**src/rtl/pet_mood_fsm.sv**
```systemverilog
// pet_mood_fsm
//   Mood/state engine of the virtual pet. Tracks hunger, happiness and energy.
//   Reacts to debounced user buttons and to a periodic time tick. Drives the 2-bit
//   face code for the LED-matrix renderer (00 happy, 01 sad, 10 angry, 11 sleeping).
//
// Ports
//   clk          system clock
//   reset        synchronous, active-high reset
//   btn_feed     one-cycle pulse, lowers hunger by FEED_AMT
//   btn_play     one-cycle pulse, raises happiness by PLAY_AMT, costs 1 energy
//   btn_sleep    one-cycle pulse, sends the pet to sleep
//   test_mode    1: tick period is TEST_DIV cycles, 0: TICK_DIV cycles
//   face         face code; this is the mood state register itself
//   hunger       0..STAT_MAX
//   happiness    0..STAT_MAX
//   energy       0..STAT_MAX
//   face_changed one-cycle pulse in the first cycle that face shows a new value

module pet_mood_fsm #(
    parameter int TICK_DIV    = 50_000_000,
    parameter int TEST_DIV    = 50,
    parameter int DECAY_TICKS = 5,
    parameter int STAT_MAX    = 10,
    parameter int ANGRY_TH    = 8,
    parameter int SAD_TH      = 3,
    parameter int FEED_AMT    = 3,
    parameter int PLAY_AMT    = 3
) (
    input  logic       clk,
    input  logic       reset,
    input  logic       btn_feed,
    input  logic       btn_play,
    input  logic       btn_sleep,
    input  logic       test_mode,
    output logic [1:0] face,
    output logic [3:0] hunger,
    output logic [3:0] happiness,
    output logic [3:0] energy,
    output logic       face_changed
);

    typedef enum logic [1:0] {
        HAPPY = 2'b00,
        SAD   = 2'b01,
        ANGRY = 2'b10,
        SLEEP = 2'b11
    } mood_t;

    mood_t       state;
    mood_t       next_state;
    logic [31:0] tick_cnt;
    logic [31:0] div_now;
    logic        test_mode_q;
    logic [3:0]  decay_cnt;
    logic        tick;
    logic        decay_now;
    logic signed [5:0] d_hunger;
    logic signed [5:0] d_happiness;
    logic signed [5:0] d_energy;

    // Deltas are summed in 6-bit signed so that underflow below zero is visible
    // before clamping back into the 0..STAT_MAX range.
    function automatic logic [3:0] clamp_stat(input logic signed [5:0] v);
        if (v < 6'sd0)
            return 4'd0;
        else if (v > 6'(STAT_MAX))
            return 4'(STAT_MAX);
        else
            return v[3:0];
    endfunction

    // Awake mood from the current stats: anger dominates sadness.
    function automatic mood_t awake_mood(input logic [3:0] h, input logic [3:0] p);
        if (h >= 4'(ANGRY_TH))
            return ANGRY;
        else if (p <= 4'(SAD_TH))
            return SAD;
        else
            return HAPPY;
    endfunction

    assign face = state;

    // A change of test_mode suppresses the tick for that cycle and restarts the count.
    always_comb begin
        div_now   = test_mode ? 32'(TEST_DIV) : 32'(TICK_DIV);
        tick      = (test_mode == test_mode_q) && (tick_cnt == div_now - 32'd1);
        decay_now = (state != SLEEP) && tick && (decay_cnt == 4'(DECAY_TICKS - 1));
    end

    // Stat deltas for this cycle. Sleep button outranks feed, feed outranks play;
    // decay still lands in the same update as any button.
    always_comb begin
        d_hunger    = 6'sd0;
        d_happiness = 6'sd0;
        d_energy    = 6'sd0;
        if (state != SLEEP) begin
            if (decay_now) begin
                d_hunger    = 6'sd1;
                d_happiness = -6'sd1;
                d_energy    = -6'sd1;
            end
            if (!btn_sleep) begin
                if (btn_feed) begin
                    d_hunger = d_hunger - 6'(FEED_AMT);
                end else if (btn_play) begin
                    d_happiness = d_happiness + 6'(PLAY_AMT);
                    d_energy    = d_energy - 6'sd1;
                end
            end
        end else if (tick) begin
            d_energy = 6'sd1;
        end
    end

    // Mood decision looks at the registered stats, so face trails stats by a cycle.
    always_comb begin
        next_state = state;
        if (state != SLEEP) begin
            if (btn_sleep || energy == 4'd0)
                next_state = SLEEP;
            else
                next_state = awake_mood(hunger, happiness);
        end else if (energy == 4'(STAT_MAX)) begin
            next_state = awake_mood(hunger, happiness);
        end
    end

    always_ff @(posedge clk) begin
        if (reset) begin
            state        <= HAPPY;
            hunger       <= 4'd0;
            happiness    <= 4'(STAT_MAX);
            energy       <= 4'(STAT_MAX);
            face_changed <= 1'b0;
            tick_cnt     <= 32'd0;
            decay_cnt    <= 4'd0;
            test_mode_q  <= test_mode;
        end else begin
            test_mode_q <= test_mode;
            if (test_mode != test_mode_q || tick)
                tick_cnt <= 32'd0;
            else
                tick_cnt <= tick_cnt + 32'd1;

            if (state == SLEEP)
                decay_cnt <= 4'd0;
            else if (tick)
                decay_cnt <= decay_now ? 4'd0 : decay_cnt + 4'd1;

            hunger       <= clamp_stat($signed({2'b00, hunger}) + d_hunger);
            happiness    <= clamp_stat($signed({2'b00, happiness}) + d_happiness);
            energy       <= clamp_stat($signed({2'b00, energy}) + d_energy);
            state        <= next_state;
            face_changed <= (next_state != state);
        end
    end

endmodule

```
**config.mk**
```make
export PLATFORM = sky130hd
export DESIGN_NAME = pet_mood_fsm
export DESIGN_NICKNAME = d
export VERILOG_FILES = /design/src/rtl/pet_mood_fsm.sv
export SDC_FILE = /design/constraint.sdc
export NUM_CORES = 1
export LEC_CHECK = 0
export BUFFER_PORTS_ARGS = -buffer_cell sky130_fd_sc_hd__buf_2
export CAP_MARGIN = 0
export CORE_MARGIN = 2
export CORE_UTILIZATION = 50
export DETAILED_ROUTE_END_ITERATION = 12
export MAX_ROUTING_LAYER = met4
export PLACE_DENSITY = 0.64
export SYNTH_ARGS = -nofsm -noshare
export SYNTH_HDL_FRONTEND = slang
export SYNTH_SLANG_ARGS = --single-unit
```
**constraint.sdc**
```tcl
create_clock -name clk -period 5.63 [get_ports clk]
set_input_delay 0 -clock clk [delete_from_list [all_inputs] [get_ports clk]]
set_output_delay 0 -clock clk [all_outputs]
set_load 0.05 [all_outputs]
```
==> results.txt <==
The worst hold path belongs to the class primary input to flop. The worst clock skew on the final layout came out at 13.3 ps. For this design the ratio of total power to cell area is 236 nW/µm². The logs give 3.96% for the met3 track demand over resource in global routing and 121 µV for the maximum vdd drop. Once detailed placement completed, the half-perimeter wirelength came to 4480 µm. In the layout the commonest cells are nor2_1 (52), dfxtp_1 (52), inv_1 (29). The most used flip-flop cell after synthesis is dfxtp_1. In this run, CTS created clock tree buffers numbering 5.

The final layout contains 406 nets. Number of detailed-route iterations in the first pass: 4. STA classifies the critical path startpoint as a flop.

Once the floorplan was initialized, standard cells occupied 51.1% of the core. The logs give 5950 µm for the total length of routed wires and 0 ps for the total negative setup slack. The worst path needs 4150 ps of the cycle, external delays included. TritonCTS built the clock tree.

The floorplan step set the die width to 81.6 µm. The tree is rooted in a clkbuf_8. The logs give 52 for the clock sink count and 5850 ps for the required time of the critical path.

The count of nets left with antenna violations once routing finished came out at 0. In this design, the largest share of critical-path delay is due to compound AO/OA/AOI/OAI gates. The number of vias per cell after detailed routing came out at 5.38. The tools report the number of hold violations in the final report as 0. The type of the worst setup path was flop to flop. Counting flops with an async set or reset pin after synthesis yields a share of 0%. The depth of the worst register-to-register path is 15, and the logic depth of the worst setup path including buffers is 15. The tools report the number of antenna violations at the first check in global routing as 0.

Walking the worst path, the cells encountered are nor4_1, nand4b_1, a2111oi_0, and2_1, inv_1, ha_1, o22a_2, inv_1, ha_1, a21oi_1, o21ai_0, a21oi_1, and2_1, mux2i_1, nor4_1. The row count is 28, and the area growth from synthesis to layout is 9.73%. Along the worst hold path, the cell count comes to 2. Max-slew violation count: 0. Critical path capture point type: a flop. Dividing the final minimum period by the clock period gives 73.8%. The number of failing setup endpoints in the final timing report is 0, and the share of cells above drive strength 1 is 9.81%. The measured slew at the worst slew-check pin was 679 ps. The count of vias placed by the detailed router is 2432, and the final estimated routing congestion in global placement is 0.836.

The post-route DRC violation count was 0; the total inserted antenna cells was 0. CTS built an H-tree with a depth of 2. In this run the deepest clock path goes through 2 buffers.

Clock-pin slew was measured on the worst setup and hold paths at 110 ps. Port buffering added 20 buffers. The via count of the first global-routing pass is 2178, and the number of buffers added for setup after CTS is 0.

The synthesized design contains 52 register bits. The worst-path cell with the longest stage delay is a2111oi_0. 21 I/O pins were placed.

The number of placed instances, taps included, is 443. Synthesis instantiated 50 different standard cells from the library. The layer flagged by global routing as most heavily used is met2. Excluding fillers, the count of instances in the completed layout stands at 452. Number of warnings printed during yosys synthesis: 0.

The tools report the worst-case headroom to the max-slew limit as 53.6%. For met2 alone, demand over resource in global routing was 32.9%. For the static leakage, the log shows 1.32 nW. Based on the critical path, the design can be clocked at up to 0.241 GHz. The share of the Yosys chip area taken by registers is 34.6%. After filler insertion, the fill cell instance count of the layout stands at 550. Of all nets on the critical path, the largest fanout is 8. Net count of the mapped netlist: 383. In the post-synthesis netlist, the biggest area contributors are dfxtp_1 (35%), ha_1 (8.7%), xnor2_1 (6.7%).

The first global-routing pass estimated 9760 µm of wire. Each instance of the synthesized netlist takes up on average 8.53 µm². The clock latency on the worst-skew pair was 310 ps.

The floorplan step defined a core boundary enclosing 5890 µm². The synthesized design spends more area on one cell type than any other, namely dfxtp_1. Global routing used 23.5% of the available met1 tracks. The cell area that synthesis handed to floorplanning was 3010 µm².

Summed over all layers, the global routing overflow is 0. The post-CTS resize count was 0. Setup repair after global routing left no endpoint under its margin.

The top cell type by area accounts for 34.6% of the synthesized area. Violation count after the first detailed-route iteration: 64. The floorplan step defined a die boundary enclosing 6660 µm². Data on the critical path arrives at its endpoint at 4370 ps. The tools report the post-synthesis instance total as 353. The die height is 81.6 µm, and the maximum number of pins on one net before global-route repair is 26. For this run, the total global-route usage over all layers was measured as 19.5%. Dividing the detail-routed wire length by the instance count gives 13.2 µm. The tool flagged a number of max-cap violations equal to 0. In this run, synthesis inferred 0 flip-flops with an integrated enable.

The run finished with clean final reports. The number of hold buffers added after cts was 1. In this design, the stage delay of the slowest critical-path cell is 680 ps. The number of buffers and inverters on the critical path is 2.
==> per-stage QoR <==
| stage | hold slack, ps | instance area (µm²) | total power (W) | utilization (%) | worst slack (ps) |
|---|---|---|---|---|---|
| 6_report | 18.5 | 3300 | 0.000780 | 56.1 | 1480 |
| 5_1_grt | 12.7 | 3300 | 0.000817 | 56.1 | 972 |
| 4_1_cts | 13.1 | 3300 | 0.000786 | 56.1 | 1500 |
| 3_5_place_dp | 232 | 3180 | 0.000527 | 54.1 | 1530 |
| 3_3_place_gp | 232 | 3180 | 0.000526 | 54.1 | 1530 |
| 2_1_floorplan | 27.7 | 3010 | 0.000497 | - | 1960 |
==> sequential cells by signal, summed over array words and instances, names as in the netlist <==
name / flops
energy: 4
happiness: 4
face_changed: 1
test_mode_q: 1
tick_cnt: 32
face: 2
decay_cnt: 4
hunger: 4
==> synth_stat cells, drive strengths merged, types with 3 or more instances <==
cell type  number
and3b           3
xnor2          23
inv            29
nor4           11
nand3          15
dfxtp          52
xor2           19
and2            5
ha             21
a21oi          22
nand2b          5
nor2           52
fa              3
nor3            9
nand2          20
clkbuf          5
mux2i           6
o21ai           8
nand4           8
and4            4
==> area by class of cell <==
class	count	area, µm²	share of cell area [%]
multi-input combinational	266	1830	55.4
tap	75	93.8	2.84
sequential	52	1040	31.5
clock buffer	5	68.8	2.08
timing repair buffer	22	118	3.56
inverter	29	109	3.30
clock inverter	3	42.5	1.29
==> per-layer routing <==
layer  vias up  wire (µm)
li1       1259          -
met1      1120       2920
met2        44       2750
met3         9        208
met4         0         75
met5         -          0
==> worst paths after layout <==
path | startpoint | to | slack, ps
max | tick_cnt[2] | energy[2] | 1480
min | reset | face_changed | 20
max reg2reg | tick_cnt[2] | energy[2] | 1480
min reg2reg | tick_cnt[0] | tick_cnt[0] | 480
==> power by group <==
group | switching, W | internal, W
registers | 0.0000103 | 0.000379
logic | 0.0000888 | 0.0000406
clock network | 0.000130 | 0.000132
==> kinds of logic (layout without fill, tap and decap cells) <==
group / after synthesis / in the layout / synth area share [%]
flip-flops: 52 / 52 / 34.6
XOR/XNOR: 42 / 42 / 12.2
buffers and inverters: 35 / 59 / 4.61
AND/OR/NAND/NOR: 145 / 145 / 25.2
AO/OA/AOI/OAI: 49 / 49 / 10.6
multiplexers: 6 / 6 / 2.00
adder cells (fa/ha/maj): 24 / 24 / 10.7
No activity file was read; power rests on OpenSTA's default activity.
